**config.mk**
```make
export PLATFORM = sky130hd
export DESIGN_NAME = qam16_symbol_mapper
export DESIGN_NICKNAME = d
export VERILOG_FILES = /design/src/rtl/qam16_symbol_mapper.sv
export SDC_FILE = /design/constraint.sdc
export NUM_CORES = 1
export LEC_CHECK = 0
export BUFFER_PORTS_ARGS = -buffer_cell sky130_fd_sc_hd__buf_2
export CELL_PAD_IN_SITES_DETAIL_PLACEMENT = 1
export CELL_PAD_IN_SITES_GLOBAL_PLACEMENT = 1
export CORE_MARGIN = 10
export CORE_UTILIZATION = 34
export DETAILED_ROUTE_END_ITERATION = 7
export GPL_TIMING_DRIVEN = 0
export PLACE_DENSITY_LB_ADDON = 0.1
export SKIP_LAST_GASP = 1
export SLEW_MARGIN = 5
export SYNTH_ARGS = -nofsm -noshare
export SYNTH_HDL_FRONTEND = slang
export SYNTH_SLANG_ARGS = --single-unit
```
**constraint.sdc**
```tcl
create_clock -name clk -period 3.45 [get_ports clk]
set_input_delay 0 -clock clk [delete_from_list [all_inputs] [get_ports clk]]
set_output_delay 0 -clock clk [all_outputs]
set_load 0.02 [all_outputs]
```
**src/rtl/qam16_symbol_mapper.sv**
```systemverilog
// ----------------------------------------------------------------------------
// qam16_symbol_mapper
//
// Maps the 4-bit symbol stream of the LFSR symbol generator onto Gray-coded
// 16-QAM I/Q levels and re-emits them at sample rate for a pulse-shaping
// filter. Each symbol is presented on sample phase 0; the remaining
// UPSAMPLE-1 phases carry zeros (ZERO_STUFF=1) or repeat the phase-0 value
// (ZERO_STUFF=0). Frame boundaries from the LFSR cycle marker are re-timed
// onto the symbol they belong to, and rate-handshake faults are latched.
//
// Ports:
//   clk          system clock
//   reset_n      asynchronous active-low reset
//   sym_clk_en   symbol-rate strobe (captures sym_in / cycle tag)
//   samp_clk_en  sample-rate strobe (advances the output phase)
//   sym_in       4-bit symbol: [3:2] -> I, [1:0] -> Q
//   cycle_in     LFSR cycle marker, single-clk pulse
//   out_i/out_q  signed I/Q sample, registered
//   out_valid    one-clk pulse per emitted sample
//   sym_strobe   one-clk pulse when a new symbol is placed on out_i/out_q
//   frame_start  one-clk pulse with sym_strobe on the first symbol of a frame
//   sym_count    symbols emitted since the last frame_start (wraps)
//   overrun      sticky: symbol overwritten before it was consumed
//   underrun     sticky: phase 0 reached with no pending symbol
// ----------------------------------------------------------------------------
module qam16_symbol_mapper #(
    parameter int                          OUT_WIDTH  = 18,
    parameter logic signed [OUT_WIDTH-1:0] LEVEL      = 18'sd32768,
    parameter int                          UPSAMPLE   = 4,
    parameter bit                          ZERO_STUFF = 1'b1,
    parameter int                          CNT_WIDTH  = 16
) (
    input  logic                        clk,
    input  logic                        reset_n,
    input  logic                        sym_clk_en,
    input  logic                        samp_clk_en,
    input  logic [3:0]                  sym_in,
    input  logic                        cycle_in,
    output logic signed [OUT_WIDTH-1:0] out_i,
    output logic signed [OUT_WIDTH-1:0] out_q,
    output logic                        out_valid,
    output logic                        sym_strobe,
    output logic                        frame_start,
    output logic [CNT_WIDTH-1:0]        sym_count,
    output logic                        overrun,
    output logic                        underrun
);

    localparam int PH_W  = (UPSAMPLE > 1) ? $clog2(UPSAMPLE) : 1;
    localparam int EXT_W = OUT_WIDTH + 2;
    localparam logic [PH_W-1:0] PH_LAST = PH_W'(UPSAMPLE - 1);

    typedef enum logic {
        StIdle = 1'b0,
        StRun  = 1'b1
    } state_t;

    // Gray-coded level: 00 -> -3L, 01 -> -L, 11 -> +L, 10 -> +3L.
    // Built two bits wider so 3*LEVEL cannot overflow before truncation.
    function automatic logic signed [OUT_WIDTH-1:0] f_map(input logic [1:0] i_gray);
        logic signed [EXT_W-1:0] l1;
        logic signed [EXT_W-1:0] l3;
        logic signed [EXT_W-1:0] v;
        l1 = {{2{LEVEL[OUT_WIDTH-1]}}, LEVEL};
        l3 = l1 + (l1 <<< 1);
        case (i_gray)
            2'b00:   v = -l3;
            2'b01:   v = -l1;
            2'b11:   v = l1;
            default: v = l3;
        endcase
        return v[OUT_WIDTH-1:0];
    endfunction

    // ------------------------------------------------------------------------
    // State
    // ------------------------------------------------------------------------
    state_t                      r_state,     w_state_next;
    logic [PH_W-1:0]             r_phase,     w_phase_next;
    logic                        r_pend,      w_pend_next;
    logic [3:0]                  r_hold,      w_hold_next;
    logic                        r_tag,       w_tag_next;
    logic                        r_cyc_pend,  w_cyc_pend_next;
    logic signed [OUT_WIDTH-1:0] r_out_i,     w_out_i_next;
    logic signed [OUT_WIDTH-1:0] r_out_q,     w_out_q_next;
    logic                        r_valid,     w_valid_next;
    logic                        r_strobe,    w_strobe_next;
    logic                        r_frame,     w_frame_next;
    logic [CNT_WIDTH-1:0]        r_count,     w_count_next;
    logic                        r_overrun,   w_overrun_next;
    logic                        r_underrun,  w_underrun_next;

    logic                        w_consume;
    logic signed [OUT_WIDTH-1:0] w_map_i;
    logic signed [OUT_WIDTH-1:0] w_map_q;

    // Mapping works on the pre-clock holding register, so a symbol captured
    // in the same clk as a phase-0 sample is never the one emitted.
    assign w_map_i = f_map(r_hold[3:2]);
    assign w_map_q = f_map(r_hold[1:0]);

    // ------------------------------------------------------------------------
    // Next-state and output logic
    // ------------------------------------------------------------------------
    always_comb begin
        w_state_next    = r_state;
        w_phase_next    = r_phase;
        w_pend_next     = r_pend;
        w_hold_next     = r_hold;
        w_tag_next      = r_tag;
        w_cyc_pend_next = r_cyc_pend;
        w_out_i_next    = r_out_i;
        w_out_q_next    = r_out_q;
        w_valid_next    = 1'b0;
        w_strobe_next   = 1'b0;
        w_frame_next    = 1'b0;
        w_count_next    = r_count;
        w_overrun_next  = r_overrun;
        w_underrun_next = r_underrun;
        w_consume       = 1'b0;

        unique case (r_state)
            StIdle: begin
                // Sample strobes are ignored until the first symbol arrives.
                if (sym_clk_en) begin
                    w_state_next = StRun;
                end
            end
            StRun: begin
                if (samp_clk_en) begin
                    w_valid_next = 1'b1;
                    w_phase_next = (r_phase == PH_LAST) ? '0 : r_phase + PH_W'(1);
                    if (r_phase == '0) begin
                        if (r_pend) begin
                            w_consume     = 1'b1;
                            w_out_i_next  = w_map_i;
                            w_out_q_next  = w_map_q;
                            w_strobe_next = 1'b1;
                            w_frame_next  = r_tag;
                            w_count_next  = r_tag ? CNT_WIDTH'(1) : r_count + CNT_WIDTH'(1);
                        end else begin
                            w_out_i_next    = '0;
                            w_out_q_next    = '0;
                            w_underrun_next = 1'b1;
                        end
                    end else if (ZERO_STUFF) begin
                        w_out_i_next = '0;
                        w_out_q_next = '0;
                    end
                    // With ZERO_STUFF=0 the phase-0 value is simply kept.
                end
            end
            default: w_state_next = StIdle;
        endcase

        if (w_consume) begin
            w_pend_next = 1'b0;
        end

        // Capture runs after consume so a coincident new symbol stays pending.
        if (sym_clk_en) begin
            if (r_pend && !w_consume) begin
                w_overrun_next = 1'b1;
            end
            w_pend_next     = 1'b1;
            w_hold_next     = sym_in;
            // A marker arriving in this very clk belongs to this symbol.
            w_tag_next      = r_cyc_pend | cycle_in;
            w_cyc_pend_next = 1'b0;
        end else if (cycle_in) begin
            w_cyc_pend_next = 1'b1;
        end
    end

    // ------------------------------------------------------------------------
    // Registers
    // ------------------------------------------------------------------------
    always_ff @(posedge clk or negedge reset_n) begin
        if (!reset_n) begin
            r_state <= StIdle;
        end else begin
            r_state <= w_state_next;
        end
    end

    always_ff @(posedge clk or negedge reset_n) begin
        if (!reset_n) begin
            r_phase    <= '0;
            r_pend     <= 1'b0;
            r_hold     <= '0;
            r_tag      <= 1'b0;
            r_cyc_pend <= 1'b0;
            r_out_i    <= '0;
            r_out_q    <= '0;
            r_valid    <= 1'b0;
            r_strobe   <= 1'b0;
            r_frame    <= 1'b0;
            r_count    <= '0;
            r_overrun  <= 1'b0;
            r_underrun <= 1'b0;
        end else begin
            r_phase    <= w_phase_next;
            r_pend     <= w_pend_next;
            r_hold     <= w_hold_next;
            r_tag      <= w_tag_next;
            r_cyc_pend <= w_cyc_pend_next;
            r_out_i    <= w_out_i_next;
            r_out_q    <= w_out_q_next;
            r_valid    <= w_valid_next;
            r_strobe   <= w_strobe_next;
            r_frame    <= w_frame_next;
            r_count    <= w_count_next;
            r_overrun  <= w_overrun_next;
            r_underrun <= w_underrun_next;
        end
    end

    assign out_i       = r_out_i;
    assign out_q       = r_out_q;
    assign out_valid   = r_valid;
    assign sym_strobe  = r_strobe;
    assign frame_start = r_frame;
    assign sym_count   = r_count;
    assign overrun     = r_overrun;
    assign underrun    = r_underrun;

endmodule

```
Word level (Yosys, flattened, before mapping)
Index checks and enable logic that the tools add are counted.
Storage, ports and cells
  flip-flop bits (word level): 67
  latch bits: 0
  bits in writable memories: 0
  ROM bits: 0
  input port bits: 9
  output and inout bits: 57
  word-level logic and storage cells: 58
  memories: 0
Cells by class
  add/sub/neg operators: 2
  multipliers: 0
  div/mod/pow operators: 0
  magnitude comparators: 0
  eq/ne operators: 5
  shifts and indexed selects: 0
  muxes and demuxes: 24
  bitwise logic cells: 2
  reduce and logical (&&, ||, !) cells: 11
Operators with widths (number)
  $pmux 18 s3: 2
  $mux 18: 4
  $add 16x1->16 const B: 1
  $mux 1: 16
  $mux 16: 1
  $reduce_and 4->1: 2
  $eq 2x2->1 const B: 3
  $logic_not 2->1: 3
  $eq 2x1->1 const B: 2
  $reduce_and 2->1: 2
  $reduce_bool 2->1: 2
  $add 2x1->2 const B: 1
  $mux 2: 1
  $logic_and 1x1->1: 1
  $logic_not 1->1: 1
  $not 1->1: 1
  $or 1x1->1: 1

Logic depth before layout (Yosys ltp)
  depth after elaboration: 7
  mapped depth: 7
  mapped depth without buffers: 6

Worst setup path after synthesis
OpenSTA, ideal clock, no wires.
  kind: register to register
  start: register r_count[1] (netlist: sym_count[1])
  end: register r_count[12] (netlist: sym_count[12])
  library setup time: 78 ps
  data arrival time: 1665 ps
  data required time: 3372 ps
  setup slack: 1707 ps
  cell stages (with the launch flop): 6
  buffers on the path: 0
  period minus slack after synthesis: 1743 ps
  cells stage by stage: dfrtp_1 > ha_1 > nand2_1 > or3_4 > or3_1 > a21oi_1
On the way
  longest elaborated chain between the ends: 2
RTL lines
  from (decl): RTL line 89  | logic [CNT_WIDTH-1:0] r_count, w_count_next;
  from (signal assigned): RTL line 212  | r_count <= w_count_next;
  $add 16x1->16: RTL line 140  | w_count_next = r_tag ? CNT_WIDTH'(1) : r_count + CNT_WIDTH'(1);
  $mux 16: RTL line 140
No other way between the ends.
A chain may end at the register's enable or synchronous reset.

Worst setup path in the final report
  start: register r_phase[0]
  end: register r_count[7] (netlist: sym_count[7])
On the way
  longest elaborated chain between the ends: 2
RTL lines
  from (decl): RTL line 79  | logic [PH_W-1:0] r_phase, w_phase_next;
  from (signal assigned): RTL line 202  | r_phase <= w_phase_next;
  $logic_not 2->1: RTL line 133  | if (r_phase == '0) begin
  $reduce_and 4->1 (no source line)
No other way between the ends.

==> results.cfg <==
[outcome]
outcome = finished clean

[global_routing]
antenna_found_initial = 0
grt.total_usage_pct = 10.9
grt_pass1_wl_mm = 7.94
overflow = 0
grt_max_degree = 37
grt_pass1_vias = 1587

[die]
placeableCoreArea_um2 = 5440
die_area_um2 = 8930
start_util_pct = 34.7
die_y_um = 94.5
io_pins = 66
dieWidth_um = 94.5
fp-row-count = 27

[worst_setup_path]
arrival_ns = 2.19
startpoint_type = register
cp-end-kind = register
critPathMaxFanout = 10
cp_data_required_time_ns = 3.66
crit_type = register to register

[route]
wirelength_mm = 4.75
drc = 0
wl_per_cell_um = 13.6
dr_total_vias = 1556
first_iter_violations = 86
antenna_left = 0
firstDrtPassIters = 4
vias_per_cell = 4.46

[yosys]
netlist_top_cells_area = dfrtp_1, buf_4, nand2_1
syn_area_um2 = 1890
syn_inst = 197
syn_avg_cell_area_um2 = 9.58
synth_top_area_cell = dfrtp_1
yosys_register_bits = 36
synth_top_area_share_pct = 47.7
synth_warnings = 0
ys_seq_area_share_pct = 47.7
ys_types = 36

[sta]
period_minus_slack_ns = 1.97
fin_tns_setup_ns = 0
finClkSkew_ns = 0.00754
setup_viol = 0
fin_crit_sh_pct = 57.2
worst_slew_pin_slew_ns = 0.815
slew_headroom_pct = 45.7
fmax_mhz = 506
slew_violations = 0
rsz0062_at_grt = false
hold_slack_ns = 0.00703
hold_violations = 0

[cts]
cts_sinks = 36
cts_buffer_depth = 2
clk_latency_ns = 0.29
h-tree-depth = 2
cts_resized = 0
cts_root_buf = clkbuf_8
path_clk_slew_ns = 0.08
cts_buffers = 5
cts_tree = built

[worst_hold_path]
hold_class = input pin to register

[layout]
diodes = 0
fin_area_um2 = 2450
fin_util_pct = 45.1
final_cell_mix = buf_2, dfrtp_1, buf_4
nNetsFinal = 291
area_growth_pct = 30.0
drive_gt1_share_pct = 29.6
fillCellCount = 653

[place]
dp_hpwl_mm = 3.59
gp_congestion = 0.740
io_buffers = 35
dpl_cell_area_um2 = 2260

[flow_run]
maxCapViolations = 0

[power_and_ir_drop]
peakVddDrop_uv = 224
p_per_area_nw_per_um2 = 579
p_leak_nw = 1.27
## Yosys cell counts
| library cell | count |
|---|---|
| and4_1 | 1 |
| nor4_1 | 5 |
| mux2i_1 | 5 |
| nand4_1 | 6 |
| xor2_1 | 1 |
| mux2_2 | 2 |
| nor3_1 | 3 |
| buf_2 | 1 |
| a31o_1 | 1 |
| nand2_1 | 21 |
| conb_1 | 1 |
| inv_2 | 2 |
| a311o_1 | 1 |
| or2_2 | 1 |
| dfrtp_1 | 36 |
| ha_1 | 6 |
| or2_1 | 1 |
| nand3_1 | 8 |
| o21ai_1 | 12 |
| a22o_1 | 1 |
| or3_1 | 4 |
| clkbuf_1 | 5 |
| and3_1 | 2 |
| o311ai_1 | 1 |
| o21bai_1 | 1 |
| a21o_1 | 1 |
| and2_1 | 1 |
| a21oi_1 | 6 |
| or3_4 | 1 |
| nand4_2 | 1 |
| nor2_1 | 13 |
| inv_1 | 7 |
| o21ai_0 | 4 |
| buf_4 | 31 |
| o31ai_1 | 1 |
| xnor2_1 | 3 |
## state kept, by name, summed over array words and instances, names as in the netlist, 2 cells and up
name and count:
sym_count 16, out_i 3, r_phase 2, out_q 2
r_hold 4
## repair_timing
action / 4_1_cts / 5_1_grt
endpoints found under the hold margin: 42 / 0
setup buffers: 0 / 0
hold buffers: 8 / 0
## path summary, 6_finish.rpt
kind	slack [ns]	depth (start not counted)	startpoint	to
worst max-delay path	1.48	7	r_phase[0]	sym_count[7]
worst min-delay path	0.007	2	sym_clk_en	r_hold[2]
worst max register to register	1.48	7	r_phase[0]	sym_count[7]
worst min register to register	0.47	1	overrun	overrun
max in group asynchronous	2.59	2	reset_n	sym_count[5]
min in group asynchronous	0.34	2	reset_n	r_phase[0]
## metrics by stage
stage | std cells | worst slack, ns | total power (W)
floorplan | 226 | 1.71 | 0.000894
global placement | 333 | 1.48 | 0.00104
detailed placement | 333 | 1.45 | 0.00105
CTS | 349 | 1.44 | 0.00144
global route | 349 | 1.26 | 0.00152
finish | 349 | 1.48 | 0.00142
## critical path, cell delays in order (launching register included)
cell and delay (ns):
dfrtp_1 0.38, inv_1 0.07, ha_1 0.22, nand4_2 0.12
clkbuf_1 0.42, clkbuf_1 0.48, nand2_1 0.12, o21ai_1 0.09
## report_power, final
group / total, W / internal [W] / switching (W)
Sequential: 0.000576 / 0.000504 / 0.0000725
Clock: 0.000374 / 0.000214 / 0.000161
Combinational: 0.000470 / 0.000166 / 0.000305
Total: 0.00142 / 0.000883 / 0.000538
## kinds of logic after synthesis
logic type,synth area share [%]
other cells,0.199
simple gates,18.0
mux,3.85
compound gates,8.95
xor+xnor,1.86
fa+ha+maj,3.98
flops,47.7
buf+inv,15.4
## layout make-up
cell class,instances,area (um2),share of cell area (%)
Sequential cell,36,901,36.7
Multi-Input combinational cell,144,805,32.8
Buffer,37,256,10.5
Timing Repair Buffer,43,255,10.4
Tap cell,72,90.1,3.67
Clock buffer,5,68.8,2.81
Clock inverter,3,42.5,1.73
Inverter,9,33.8,1.38
## layer usage
layer  GRT usage (%)  part of all wire [%]  vias up  wire length (um)
li1                -                     -      768                 -
met1            13.2                    45      742              2130
met2            17.7                    46       42              2210
met3            4.84                   7.9        4               377
met4            2.24                  0.67        0                32
met5               0                     0        -                 0
(Power assumes the default switching activity.)
